File: src/rtl/pipe_stage_buf.sv
// Valid/ready pipeline stage carrying PC, instruction and a generic payload,
// with an optional skid entry, flush-to-bubble and a saturating stall counter.
module pipe_stage_buf #(
    parameter int          DATA_W   = 64,
    parameter logic [31:0] PC_RESET = 32'h0000_3000,
    parameter int          SKID_EN  = 1,
    parameter int          CNT_W    = 16
) (
    input  logic              clk,
    input  logic              reset,
    input  logic              flush,
    input  logic              in_valid,
    output logic              in_ready,
    input  logic [31:0]       in_pc,
    input  logic [31:0]       in_instr,
    input  logic [DATA_W-1:0] in_data,
    output logic              out_valid,
    input  logic              out_ready,
    output logic [31:0]       out_pc,
    output logic [31:0]       out_instr,
    output logic [DATA_W-1:0] out_data,
    input  logic              clr_cnt,
    output logic [CNT_W-1:0]  stall_cnt
);

    typedef enum logic [1:0] {
        EMPTY = 2'd0,
        ONE   = 2'd1,
        FULL  = 2'd2
    } state_t;

    localparam logic [CNT_W-1:0] CNT_ONE = {{(CNT_W-1){1'b0}}, 1'b1};
    localparam logic [CNT_W-1:0] CNT_MAX = {CNT_W{1'b1}};

    state_t              state_reg;
    state_t              state_next;
    logic                acc;
    logic                pop;
    logic                load_main_in;
    logic                load_main_skid;
    logic                load_skid;

    logic [31:0]         main_pc_reg;
    logic [31:0]         main_instr_reg;
    logic [DATA_W-1:0]   main_data_reg;
    logic [31:0]         skid_pc_reg;
    logic [31:0]         skid_instr_reg;
    logic [DATA_W-1:0]   skid_data_reg;
    logic [CNT_W-1:0]    stall_cnt_reg;

    assign out_valid = (state_reg != EMPTY);
    assign pop       = out_valid & out_ready;
    assign acc       = in_valid & in_ready;

    // With the skid entry, in_ready comes from the state register only so the
    // downstream ready never reaches upstream combinationally.
    generate
        if (SKID_EN != 0) begin : g_skid
            assign in_ready = (state_reg != FULL);
        end else begin : g_noskid
            assign in_ready = ~out_valid | out_ready;
        end
    endgenerate

    always_comb begin
        state_next     = state_reg;
        load_main_in   = 1'b0;
        load_main_skid = 1'b0;
        load_skid      = 1'b0;
        if (flush) begin
            state_next = EMPTY;
        end else begin
            case (state_reg)
                EMPTY: begin
                    if (acc) begin
                        load_main_in = 1'b1;
                        state_next   = ONE;
                    end
                end
                ONE: begin
                    if (acc && pop) begin
                        load_main_in = 1'b1;
                    end else if (acc && (SKID_EN != 0)) begin
                        load_skid  = 1'b1;
                        state_next = FULL;
                    end else if (!acc && pop) begin
                        state_next = EMPTY;
                    end
                end
                FULL: begin
                    if (pop) begin
                        load_main_skid = 1'b1;
                        state_next     = ONE;
                    end
                end
                default: state_next = EMPTY;
            endcase
        end
    end

    always_ff @(posedge clk or negedge reset) begin
        if (!reset) begin
            state_reg      <= EMPTY;
            main_pc_reg    <= PC_RESET;
            main_instr_reg <= 32'h0;
            main_data_reg  <= '0;
        end else begin
            state_reg <= state_next;
            if (flush) begin
                main_pc_reg    <= PC_RESET;
                main_instr_reg <= 32'h0;
                main_data_reg  <= '0;
            end else if (load_main_in) begin
                main_pc_reg    <= in_pc;
                main_instr_reg <= in_instr;
                main_data_reg  <= in_data;
            end else if (load_main_skid) begin
                main_pc_reg    <= skid_pc_reg;
                main_instr_reg <= skid_instr_reg;
                main_data_reg  <= skid_data_reg;
            end
        end
    end

    // Skid contents are don't-care once flushed; state alone marks them stale.
    always_ff @(posedge clk or negedge reset) begin
        if (!reset) begin
            skid_pc_reg    <= 32'h0;
            skid_instr_reg <= 32'h0;
            skid_data_reg  <= '0;
        end else if (load_skid) begin
            skid_pc_reg    <= in_pc;
            skid_instr_reg <= in_instr;
            skid_data_reg  <= in_data;
        end
    end

    always_ff @(posedge clk or negedge reset) begin
        if (!reset) begin
            stall_cnt_reg <= '0;
        end else if (clr_cnt) begin
            stall_cnt_reg <= '0;
        end else if (out_valid && !out_ready && (stall_cnt_reg != CNT_MAX)) begin
            stall_cnt_reg <= stall_cnt_reg + CNT_ONE;
        end
    end

    assign out_pc    = main_pc_reg;
    assign out_instr = main_instr_reg;
    assign out_data  = main_data_reg;
    assign stall_cnt = stall_cnt_reg;

endmodule

File: config.mk
export PLATFORM = sky130hd
export DESIGN_NAME = pipe_stage_buf
export DESIGN_NICKNAME = d
export VERILOG_FILES = /design/src/rtl/pipe_stage_buf.sv
export SDC_FILE = /design/constraint.sdc
export NUM_CORES = 1
export LEC_CHECK = 0
export CAP_MARGIN = 10
export CORE_UTILIZATION = 54
export DETAILED_ROUTE_END_ITERATION = 8
export GPL_TIMING_DRIVEN = 0
export PLACE_DENSITY_LB_ADDON = 0.08
export REMOVE_ABC_BUFFERS = 1
export SLEW_MARGIN = 20
export SYNTH_ARGS = -nofsm -noshare
export SYNTH_HDL_FRONTEND = slang
export SYNTH_SLANG_ARGS = --single-unit
File: constraint.sdc
create_clock -name clk -period 4.6 [get_ports clk]
set_clock_uncertainty 0.2 [all_clocks]
set_input_delay 0.69 -clock clk [delete_from_list [all_inputs] [get_ports clk]]
set_output_delay 0.69 -clock clk [all_outputs]
set_load 0.01 [all_outputs]
==> impl_metrics.json, run 1 <==
{
  "status": "completed",
  "cts_sinks": 274,
  "hold_viol": 0,
  "num_io_pins": 280,
  "grt_setup_unrepaired": "no",
  "ys.flop_type": "dfrtp_1",
  "antenna_found_initial": 3,
  "drc_errors": 0,
  "track_usage_pct": 24.93,
  "yosysMostFrequentCell": "dfrtp_1",
  "slowest_stage": "nor3b_2",
  "endpoint_kind": "register",
  "ant_nets": 0,
  "internal_power_mw": 5.226,
  "overflow": 0,
  "fillers": 1418,
  "synth.avg_cell_area_um2": 12.48,
  "critPathTopFamily": "buffers and inverters",
  "synth_warnings": 0,
  "yosysSeqAreaShare_pct": 57.54,
  "slew_violations": 0,
  "wl_per_cell_um": 18.32,
  "layout.cells.non_filler": 1530,
  "reg2reg_depth": 8,
  "grt_max_degree": 89,
  "area_delta_synth_final_pct": 36.85,
  "critPathMostFrequentCell": "buf_4",
  "first_global_vias": 8653,
  "ctsResizeCount": 0,
  "htreeDepth": 1,
  "die_area_mm2": 0.02267,
  "drt_iter0_drc": 346,
  "crit_required_ns": 4.82,
  "wirelength_mm": 28.03,
  "p_sw_share_pct": 25.73,
  "core_area_mm2": 0.02135,
  "viasPerCell": 5.600,
  "crit_path_start_kind": "primary input",
  "arrival_ns": 3.78,
  "fin_hold_ws_ns": 0.2740,
  "critPathBufInv": 6,
  "cts.clk_slew.worst_paths_ns": 0.06,
  "die_x_um": 150.6,
  "p_per_area_mw_per_mm2": 431.3,
  "async_flop_share_pct": 100.0,
  "min_path_cells": 2,
  "hold_path_class": "register to register",
  "ys_ff_latch": 274,
  "place_congestion": 0.7553,
  "place_ws_ns": 0.5176,
  "clk_latency_ns": 0.54,
  "dpl_cell_area_mm2": 0.01529,
  "worst-slew-pin-transition_ns": 0.8999,
  "fin_crit_ns": 3.552,
  "via_count": 8568,
  "switching_power_mw": 1.811,
  "detailedRoute.firstPassIterationCount": 6,
  "fin_nets": 1363,
  "min_to": "out_pc[15]",
  "leakage_nw": 7.160,
  "critical_path_class": "primary input to register",
  "drive_gt1_share_pct": 18.47,
  "combPwrFrac_pct": 20.6,
  "yosysTopAreaCell": "dfrtp_1",
  "pwr-share-clk_pct": 34.7,
  "cts-hold-fix-buffers": 1,
  "cts_buffers": 29,
  "setup_viol": 0,
  "cts_buffer_depth": 3,
  "hold_start": "out_pc[15]",
  "critPathMaxFanout": 10,
  "max_stage_delay_ns": 0.61,
  "netlist_top_cells_area": "dfrtp_1 57%, mux2_2 12%, mux2i_1 11%, o31ai_1 8.5%, nand2_1 4.2%",
  "synth_edf_count": 0,
  "timing.rr.end": "skid_data_reg[43]",
  "postCtsSetupBuffers": 0,
  "start_util_pct": 55.83,
  "synthCells": 955,
  "fin_area_mm2": 0.01631,
  "vdd_drop_max_uv": 323.2,
  "grt_pass1_wl_mm": 44.79,
  "fin_crit_sh_pct": 77.23,
  "num_rows": 53,
  "maxCapViolCount": 0,
  "reg2reg_from": "state_reg[1]",
  "rrSetupSlack_ns": 1.29,
  "p_total_mw": 7.037,
  "synth_area_mm2": 0.01192,
  "dp.cells": 1471,
  "synth.distinct_cells": 34,
  "path_cells": "clkdlybuf4s50_1 -> nor2b_1 -> nor3b_2 -> buf_4 -> buf_4 -> buf_4 -> buf_6 -> buf_4 -> mux2_2",
  "max-slew-margin-rel_pct": 39.88,
  "hpwl_mm": 18.91,
  "netlist.area_leader.share_pct": 57.09,
  "fmax_mhz": 281.5,
  "synth_common_cells": "272 x dfrtp_1, 135 x o31ai_1, 134 x nand2_1",
  "io_buffers": 279,
  "root_buffer": "clkbuf_16",
  "fin_ws_ns": 1.048,
  "seq_power_share_pct": 44.7,
  "cts_tree": "done",
  "die_h_um": 150.6
}
==> worst max-delay path by stage <==
stage	depth (start not counted)	slack (ns)	end	start
after floorplan	3	-12.49	out_pc[12]	out_ready
after global placement	3	-23.15	out_instr[22]	flush
after detailed placement	9	0.52	skid_data_reg[12]	in_valid
after CTS	9	1.06	skid_data_reg[43]	in_valid
after global routing	9	0.89	skid_data_reg[17]	in_valid
final	9	1.05	skid_data_reg[43]	in_valid
==> layout by cell type (no fill, tap or decap), types with 3 or more instances in the layout <==
cell type        count
nand3_1              6
clkdlybuf4s50_1    277
or3_1                4
dfrtp_1            272
nor2b_1              6
buf_8                6
o21ai_0              4
clkbuf_8             6
a21oi_1             13
bufinv_16            4
nand2_1            133
buf_6               15
mux2_2             131
nand4_1              3
buf_16               6
mux2i_1            126
clkbuf_16           29
clkinv_2             9
diode_2              4
o31ai_1            135
buf_4               12
or4_1                9
nor2_1               6
clkbuf_1             4
==> power groups by stage <==
stage | clock (mW) | combinational, mW | sequential (mW)
after CTS | 2.49 | 1.47 | 3.14
after detailed placement | 0 | 1.46 | 3.18
final | 2.44 | 1.45 | 3.14
after floorplan | 0 | 0.739 | 3.22
after global routing | 2.57 | 1.58 | 3.20
after global placement | 0 | 1.53 | 3.18
==> layer usage <==
layer / GRT usage [%] / routed length (um) / part of all wire, %
met1: 31.14 / 11600 / 41
met4: 8.150 / 613 / 2.2
met2: 41.20 / 13530 / 48
met3: 7.727 / 2282 / 8.1
met5: 0 / 0 / 0
==> worst reg2reg max path, stage by stage, from the launching register on <==
cell and delay, ns:
dfrtp_1 0.43, nor2b_1 0.55, nor3b_2 0.61, buf_4 0.30, buf_4 0.22, buf_4 0.23, buf_6 0.16, buf_4 0.16
mux2_2 0.34
==> final cells by class <==
cell class                      count  area, um^2  share of cell area, %
Tap cell                          275       344.1                  2.109
Clock buffer                       39       823.3                  5.046
Multi-Input combinational cell    602        4767                  29.22
Timing Repair Buffer              319        3322                  20.36
Antenna cell                        4       10.01                0.06135
Inverter                            2       7.507                0.04602
Sequential cell                   274        6859                  42.04
Clock inverter                     15       181.4                  1.112
==> cells by family (layout without fill, tap and decap cells) <==
group           after synthesis  in the layout  synth area share (%)
buf+inv                      79            375                 2.781
flops                       274            274                 57.54
simple gates                183            183                 6.769
fa+ha+maj                     1              1                0.1049
mux                         258            258                 23.05
other cells                   0              4                     0
compound gates              160            160                 9.761
==> through the flow <==
step                setup TNS [ns]  util, %
detailed placement               0    71.60
CTS                              0    76.36
finish                           0    76.40
floorplan                 -2402.80        -
global route                     0    76.39
global placement          -7898.80    69.00
No activity file was read; power rests on OpenSTA's default activity.
==> run 2: changes to the inputs <==
--- a/config.mk
+++ b/config.mk
@@ -6,7 +6,7 @@
 export NUM_CORES = 1
 export LEC_CHECK = 0
 export CAP_MARGIN = 10
-export CORE_UTILIZATION = 54
+export CORE_UTILIZATION = 45
 export DETAILED_ROUTE_END_ITERATION = 8
 export GPL_TIMING_DRIVEN = 0
 export PLACE_DENSITY_LB_ADDON = 0.08
==> constraint.sdc (replaced) <==
create_clock -name clk -period 3.15 [get_ports clk]
set_clock_uncertainty 0.2 [all_clocks]
set_input_delay 0.4725 -clock clk [delete_from_list [all_inputs] [get_ports clk]]
set_output_delay 0.4725 -clock clk [all_outputs]
set_load 0.01 [all_outputs]
==> run 2 against run 1 <==
Against the previous run: power grew 45%; non-clock buffer count grew 2; sequential cell count is the same; via count shrank 3.2%; register-to-register slack lost 1.1 ns; global-route usage shrank 4.4 points; die area grew 20%; first-iteration DRC count grew 18%; count of clock-buffer cells in the layout grew 10; largest power group unchanged.
==> impl_metrics.json, run 2 (synthesis results as in run 1) <==
{
  "num_io_pins": 280,
  "num_rows": 59,
  "die_area_mm2": 0.02715,
  "status": "completed",
  "final_common_cell": "clkdlybuf4s50_1",
  "drt_iter0_drc": 408,
  "worst-slew-pin-transition_ns": 0.9231,
  "htreeDepth": 1,
  "detailedRoute.firstPassIterationCount": 4,
  "fin_ws_ns": 0.1698,
  "p_per_area_mw_per_mm2": 620.1,
  "grt_setup_unrepaired": "no",
  "grt_max_degree": 93,
  "setup_viol": 0,
  "dpl_cell_area_mm2": 0.01538,
  "endpoint_kind": "register",
  "path_cells": "clkdlybuf4s50_1 -> nor2b_2 -> nor3b_4 -> buf_6 -> buf_4 -> buf_4 -> buf_4 -> buf_4 -> mux2_2",
  "wl_per_cell_um": 17.41,
  "fin_area_mm2": 0.01642,
  "hold_viol": 0,
  "area_delta_synth_final_pct": 37.72,
  "cts_tree": "done",
  "root_buffer": "clkbuf_16",
  "max_stage_delay_ns": 0.52,
  "critPathMaxFanout": 10,
  "grt_pass1_wl_mm": 44.18,
  "crit_path_start_kind": "primary input",
  "p_sw_share_pct": 25.77,
  "final_util_pct": 63.00,
  "ff_latch_area_mm2": 0.006859,
  "place_congestion": 0.7390,
  "track_usage_pct": 20.51,
  "die_x_um": 164.8,
  "viasPerCell": 5.203,
  "slew_violations": 0,
  "die_h_um": 164.8,
  "slowest_stage": "clkdlybuf4s50_1",
  "place_ws_ns": -0.7618,
  "vdd_drop_max_uv": 422.4,
  "start_util_pct": 45.75,
  "seq_power_share_pct": 45.0,
  "drive_gt1_share_pct": 18.46,
  "multi_input_area_mm2": 0.004776,
  "internal_power_mw": 7.558,
  "switching_power_mw": 2.624,
  "rrSetupSlack_ns": 0.23,
  "hpwl_mm": 18.80,
  "final_cell_mix": "277 x clkdlybuf4s50_1, 272 x dfrtp_1, 135 x o31ai_1",
  "leakage_nw": 7.174,
  "io_buffers": 279,
  "fin_tns_setup_ns": 0,
  "cts.clk_slew.worst_paths_ns": 0.05,
  "critPathMostFrequentCell": "buf_4",
  "core_area_mm2": 0.02606,
  "max-slew-margin-rel_pct": 38.33,
  "maxCapViolCount": 0,
  "clk_latency_ns": 0.55,
  "fmax_mhz": 335.5,
  "cts_buffers": 31,
  "fillers": 2112,
  "via_count": 8298,
  "fin_crit_ns": 2.980,
  "wirelength_mm": 27.76,
  "reg2reg_depth": 8,
  "ant_nets": 0,
  "timing.rr.end": "skid_data_reg[62]",
  "cts_buffer_depth": 3,
  "fin_crit_sh_pct": 94.61,
  "drc_errors": 0,
  "overflow": 0,
  "hold_path_class": "primary input to async pin",
  "critical_path_class": "primary input to register",
  "cts_sinks": 274,
  "dp.cells": 1531,
  "antenna_found_initial": 3,
  "arrival_ns": 3.21,
  "crit_required_ns": 3.38,
  "layout.cells.non_filler": 1595,
  "first_global_vias": 8294,
  "fin_nets": 1367,
  "reg2reg_from": "state_reg[1]",
  "pwr-share-clk_pct": 34.3,
  "combPwrFrac_pct": 20.7
}
## run 2: final cells by class
cell class,count,share of cell area [%]
Sequential cell,274,41.78
Multi-Input combinational cell,602,29.09
Timing Repair Buffer,321,20.42
Clock buffer,49,5.624
Tap cell,335,2.553
Clock inverter,9,0.4496
Inverter,2,0.04572
Antenna cell,3,0.04572
## run 2: worst max-delay path by stage
stage | startpoint | to | slack [ns] | cells past startpoint
3_5_place_dp | in_valid | skid_data_reg[18] | -0.76 | 9
5_1_grt | in_valid | skid_data_reg[62] | 0.04 | 9
3_3_place_gp | flush | out_data[1] | -25.94 | 3
2_1_floorplan | out_ready | out_pc[12] | -13.72 | 3
4_1_cts | in_valid | skid_data_reg[62] | 0.15 | 9
6_report | in_valid | skid_data_reg[62] | 0.17 | 9
## run 2: power groups by stage
stage | Combinational (mW) | Clock (mW) | Sequential (mW)
6_report | 2.11 | 3.50 | 4.58
5_1_grt | 2.31 | 3.73 | 4.67
4_1_cts | 2.14 | 3.59 | 4.58
3_5_place_dp | 2.13 | 0 | 4.64
3_3_place_gp | 2.25 | 0 | 4.64
2_1_floorplan | 1.08 | 0 | 4.70
## run 2: per-layer routing
metal | track usage (%) | up-vias | routed length (um)
met4 | 5.254 | 0 | 469
met1 | 27.13 | 4025 | 12150
met5 | 0 | - | 0
met2 | 32.20 | 198 | 12660
li1 | - | 4041 | -
met3 | 6.956 | 34 | 2481
## run 2: critical path: cells and delay by family
family	cells	cell delay, ns
simple gates	2	0.85
buf+inv	6	1.53
mux	1	0.34
## run 2: per-stage QoR
stage	total power [mW]	hold WS (ns)
detailed placement	6.773	0.1706
floorplan	5.778	-0.02309
CTS	10.32	0.1864
global route	10.71	0.2087
global placement	6.893	0.2584
finish	10.18	0.1895
## run 2: repair_timing
action / CTS / global route
endpoints found under the hold margin: 100 / 0
pin swaps: 0 / 1
cloned: 0 / 0
resized for setup: 2 / 0
hold buffers: 1 / 0
buffers inserted: 0 / 2
setup endpoints to repair: 14 / 2
==> run 3: changes to the inputs <==
--- a/config.mk
+++ b/config.mk
@@ -5,11 +5,14 @@
 export SDC_FILE = /design/constraint.sdc
 export NUM_CORES = 1
 export LEC_CHECK = 0
+export ABC_AREA = 1
 export CAP_MARGIN = 10
-export CORE_UTILIZATION = 45
+export CORE_UTILIZATION = 46
 export DETAILED_ROUTE_END_ITERATION = 8
+export GPL_ROUTABILITY_DRIVEN = 0
 export GPL_TIMING_DRIVEN = 0
 export PLACE_DENSITY_LB_ADDON = 0.08
+export RECOVER_POWER = 25
 export REMOVE_ABC_BUFFERS = 1
 export SLEW_MARGIN = 20
 export SYNTH_ARGS = -nofsm -noshare
==> run 3 against run 2 <==
Against the previous run: the run now ends with capacitance limit, slew limit left; via count rose by 30%; clock power is essentially flat; sequential cell count is the same; fmax rose by 1.9%; combinational power increased by 37%; design area grew 2.3%; cell count rose by 35%; power grew 14%; sequential power is 13% higher; area after synthesis is 5.1% higher; worst setup slack improved by 0.055 ns.
==> impl_metrics.json, run 3 <==
{
  "setup_viol": 0,
  "grtUsageMet2_pct": 37.89,
  "track_usage_pct": 23.27,
  "pwr-share-clk_pct": 30.2,
  "met3_usage_pct": 5.418,
  "hold_viol": 0,
  "cts.clk_slew.worst_paths_ns": 0.06,
  "cts_buffer_depth": 3,
  "reg2reg_from": "state_reg[1]",
  "final_util_pct": 62.49,
  "root_buffer": "clkbuf_16",
  "fin_crit_ns": 2.925,
  "antenna_found_initial": 2,
  "failed_checks": "capacitance limit, slew limit",
  "synth_edf_count": 0,
  "place_ws_ns": -0.4608,
  "synth_warnings": 0,
  "critPathMostFrequentCell": "buf_16",
  "yosysMostFrequentCell": "nand2_1",
  "synth_area_mm2": 0.01253,
  "synth_common_cells": "324 x nand2_1, 320 x o21ai_0, 272 x dfrtp_1, 272 x inv_1, 136 x nand3_1",
  "core_area_mm2": 0.02688,
  "fin_hold_ws_ns": 0.1754,
  "fin_nets": 1926,
  "viasPerCell": 4.995,
  "p_per_area_mw_per_mm2": 689.4,
  "grt_max_degree": 96,
  "cp_num_cells": 9,
  "critPathMaxFanout": 77,
  "async_flop_share_pct": 100.0,
  "crit_path_start_kind": "primary input",
  "critical_path_class": "primary input to register",
  "grt_setup_unrepaired": "no",
  "grt-busiest-layer": "met2",
  "yosysSeqAreaShare_pct": 54.72,
  "max_stage_delay_ns": 0.49,
  "critPathBufInv": 5,
  "use_met1_pct": 31.05,
  "timing.rr.end": "out_pc[6]",
  "path_cells": "clkdlybuf4s50_1 -> bufinv_8 -> buf_16 -> nand2_1 -> or2_4 -> buf_16 -> buf_16 -> nand2_1 -> o21ai_0",
  "final_common_cell": "nand2_1",
  "synthCells": 1559,
  "via_count": 10780,
  "worst-slew-pin-transition_ns": 1.809,
  "hpwl_mm": 20.21,
  "die_area_mm2": 0.02791,
  "netlist.area_leader.share_pct": 54.30,
  "status": "finished with violations",
  "reg2reg_depth": 7,
  "num_io_pins": 280,
  "start_util_pct": 46.64,
  "detailedRoute.firstPassIterationCount": 6,
  "io_buffers": 279,
  "fin_crit_sh_pct": 92.86,
  "endpoint_kind": "register",
  "ant_nets": 0,
  "crit_required_ns": 3.36,
  "final_cell_mix": "324 x nand2_1, 320 x o21ai_0, 278 x clkdlybuf4s50_1",
  "ys_ff_latch": 274,
  "yosysTopAreaCell": "dfrtp_1",
  "leakage_nw": 7.797,
  "ys.flop_type": "dfrtp_1",
  "seq_power_share_pct": 44.8,
  "synth.distinct_cells": 25,
  "endpoint": "out_instr[26]",
  "netlist_top_cells_area": "dfrtp_1 54%, o21ai_0 13%, nand2_1 9.7%, inv_1 8.1%, nand3_1 5.4%",
  "p_total_mw": 11.58,
  "drive_gt1_share_pct": 4.135,
  "cts_buffers": 30,
  "overflow": 0,
  "fmax_mhz": 341.9,
  "combPwrFrac_pct": 25.0,
  "first_global_vias": 10370,
  "num_rows": 60,
  "synth.avg_cell_area_um2": 8.040,
  "drc_errors": 0,
  "area_delta_synth_final_pct": 33.98,
  "critPathTopFamily": "buffers and inverters",
  "cts_tree": "done",
  "wl_per_cell_um": 14.99,
  "cts_sinks": 274,
  "die_x_um": 167.1,
  "max-slew-margin-rel_pct": -20.59,
  "wirelength_mm": 32.33,
  "vdd_drop_max_uv": 450.6,
  "fin_ws_ns": 0.2248,
  "slowest_stage": "clkdlybuf4s50_1",
  "grt_pass1_wl_mm": 53.21,
  "maxCapViolCount": 1,
  "postCtsSetupBuffers": 0,
  "die_h_um": 167.1,
  "slew_violations": 76,
  "hold_path_class": "primary input to async pin",
  "internal_power_mw": 8.127,
  "clk_latency_ns": 0.54,
  "htreeDepth": 1,
  "setup.worst_path.start": "flush",
  "drt_iter0_drc": 603,
  "p_sw_share_pct": 29.80,
  "switching_power_mw": 3.450,
  "rrSetupSlack_ns": 0.30,
  "fin_tns_setup_ns": 0,
  "arrival_ns": 3.14
}
run 3: changes by cell type in the layout (fill, tap and decap cells not counted), moves of 10 or more:
| cell | before | now |
|---|---|---|
| a21oi_1 | 13 | 2 |
| buf_4 | 10 | 0 |
| buf_6 | 17 | 0 |
| inv_1 | 2 | 271 |
| mux2_2 | 131 | 0 |
| mux2i_1 | 126 | 0 |
| nand2_1 | 133 | 324 |
| nand3_1 | 6 | 135 |
| nand4_1 | 3 | 13 |
| nor2_1 | 6 | 31 |
| o21ai_0 | 4 | 320 |
| o21ai_1 | 0 | 66 |
| o31ai_1 | 135 | 0 |
run 3: per-layer routing:
layer  part of all wire [%]  routed length (um)  vias to the layer above
met5                      0                   0                        -
met4                    2.4                 777                        0
met3                    6.2                2008                       49
met2                     47               15130                      239
met1                     45               14410                     5088
li1                       -                   -                     5399
run 3: cells by family (layout without fill, tap and decap cells):
family                     Yosys count  count (layout)  synth area share [%]
AOI/OAI and AO/OA                  394             394                 15.81
xor gates and xnor gates             5               5                0.3494
other                                0               2                     0
buffers and inverters              373             626                 11.93
and+or+nand+nor                    512             514                 17.09
adders and majority gates            1               1               0.09980
DFF                                274             274                 54.72
run 3: final cells by class:
| type | instances | area [um^2] |
|---|---|---|
| Sequential cell | 274 | 6859 |
| Clock buffer | 51 | 940.9 |
| Fill cell | 2355 | 10080 |
| Clock inverter | 4 | 45.04 |
| Inverter | 273 | 1039 |
| Multi-Input combinational cell | 914 | 4233 |
| Antenna cell | 2 | 5.005 |
| Timing Repair Buffer | 298 | 3246 |
| Tap cell | 341 | 426.7 |
run 3: worst min-delay path by stage:
stage	endpoint	slack [ns]
after global routing	out_data[24]	0.18
after floorplan	out_data[0]	-0.02
after CTS	out_data[24]	0.18
after detailed placement	skid_data_reg[54]	0.18
final	out_data[24]	0.18
after global placement	out_pc[12]	0.26
run 3: timing repair:
item | CTS | global route
resized for setup | 0 | 2
hold endpoints to repair | 34 | 0
setup endpoints to repair | 0 | 38
hold buffers | 1 | 0
run 3: power groups by stage:
stage	registers [mW]	clock network, mW	logic, mW
6_report	5.18	3.50	2.90
3_3_place_gp	5.23	0	2.84
2_1_floorplan	5.31	0	1.36
5_1_grt	5.32	3.71	3.30
4_1_cts	5.18	3.58	2.93
3_5_place_dp	5.21	0	2.91
run 3: metrics by stage:
step,cell area (um^2),cells
global route,16790,2156
global placement,15280,2079
finish,16790,2157
floorplan,12060,1459
CTS,16810,2153
detailed placement,15810,2097
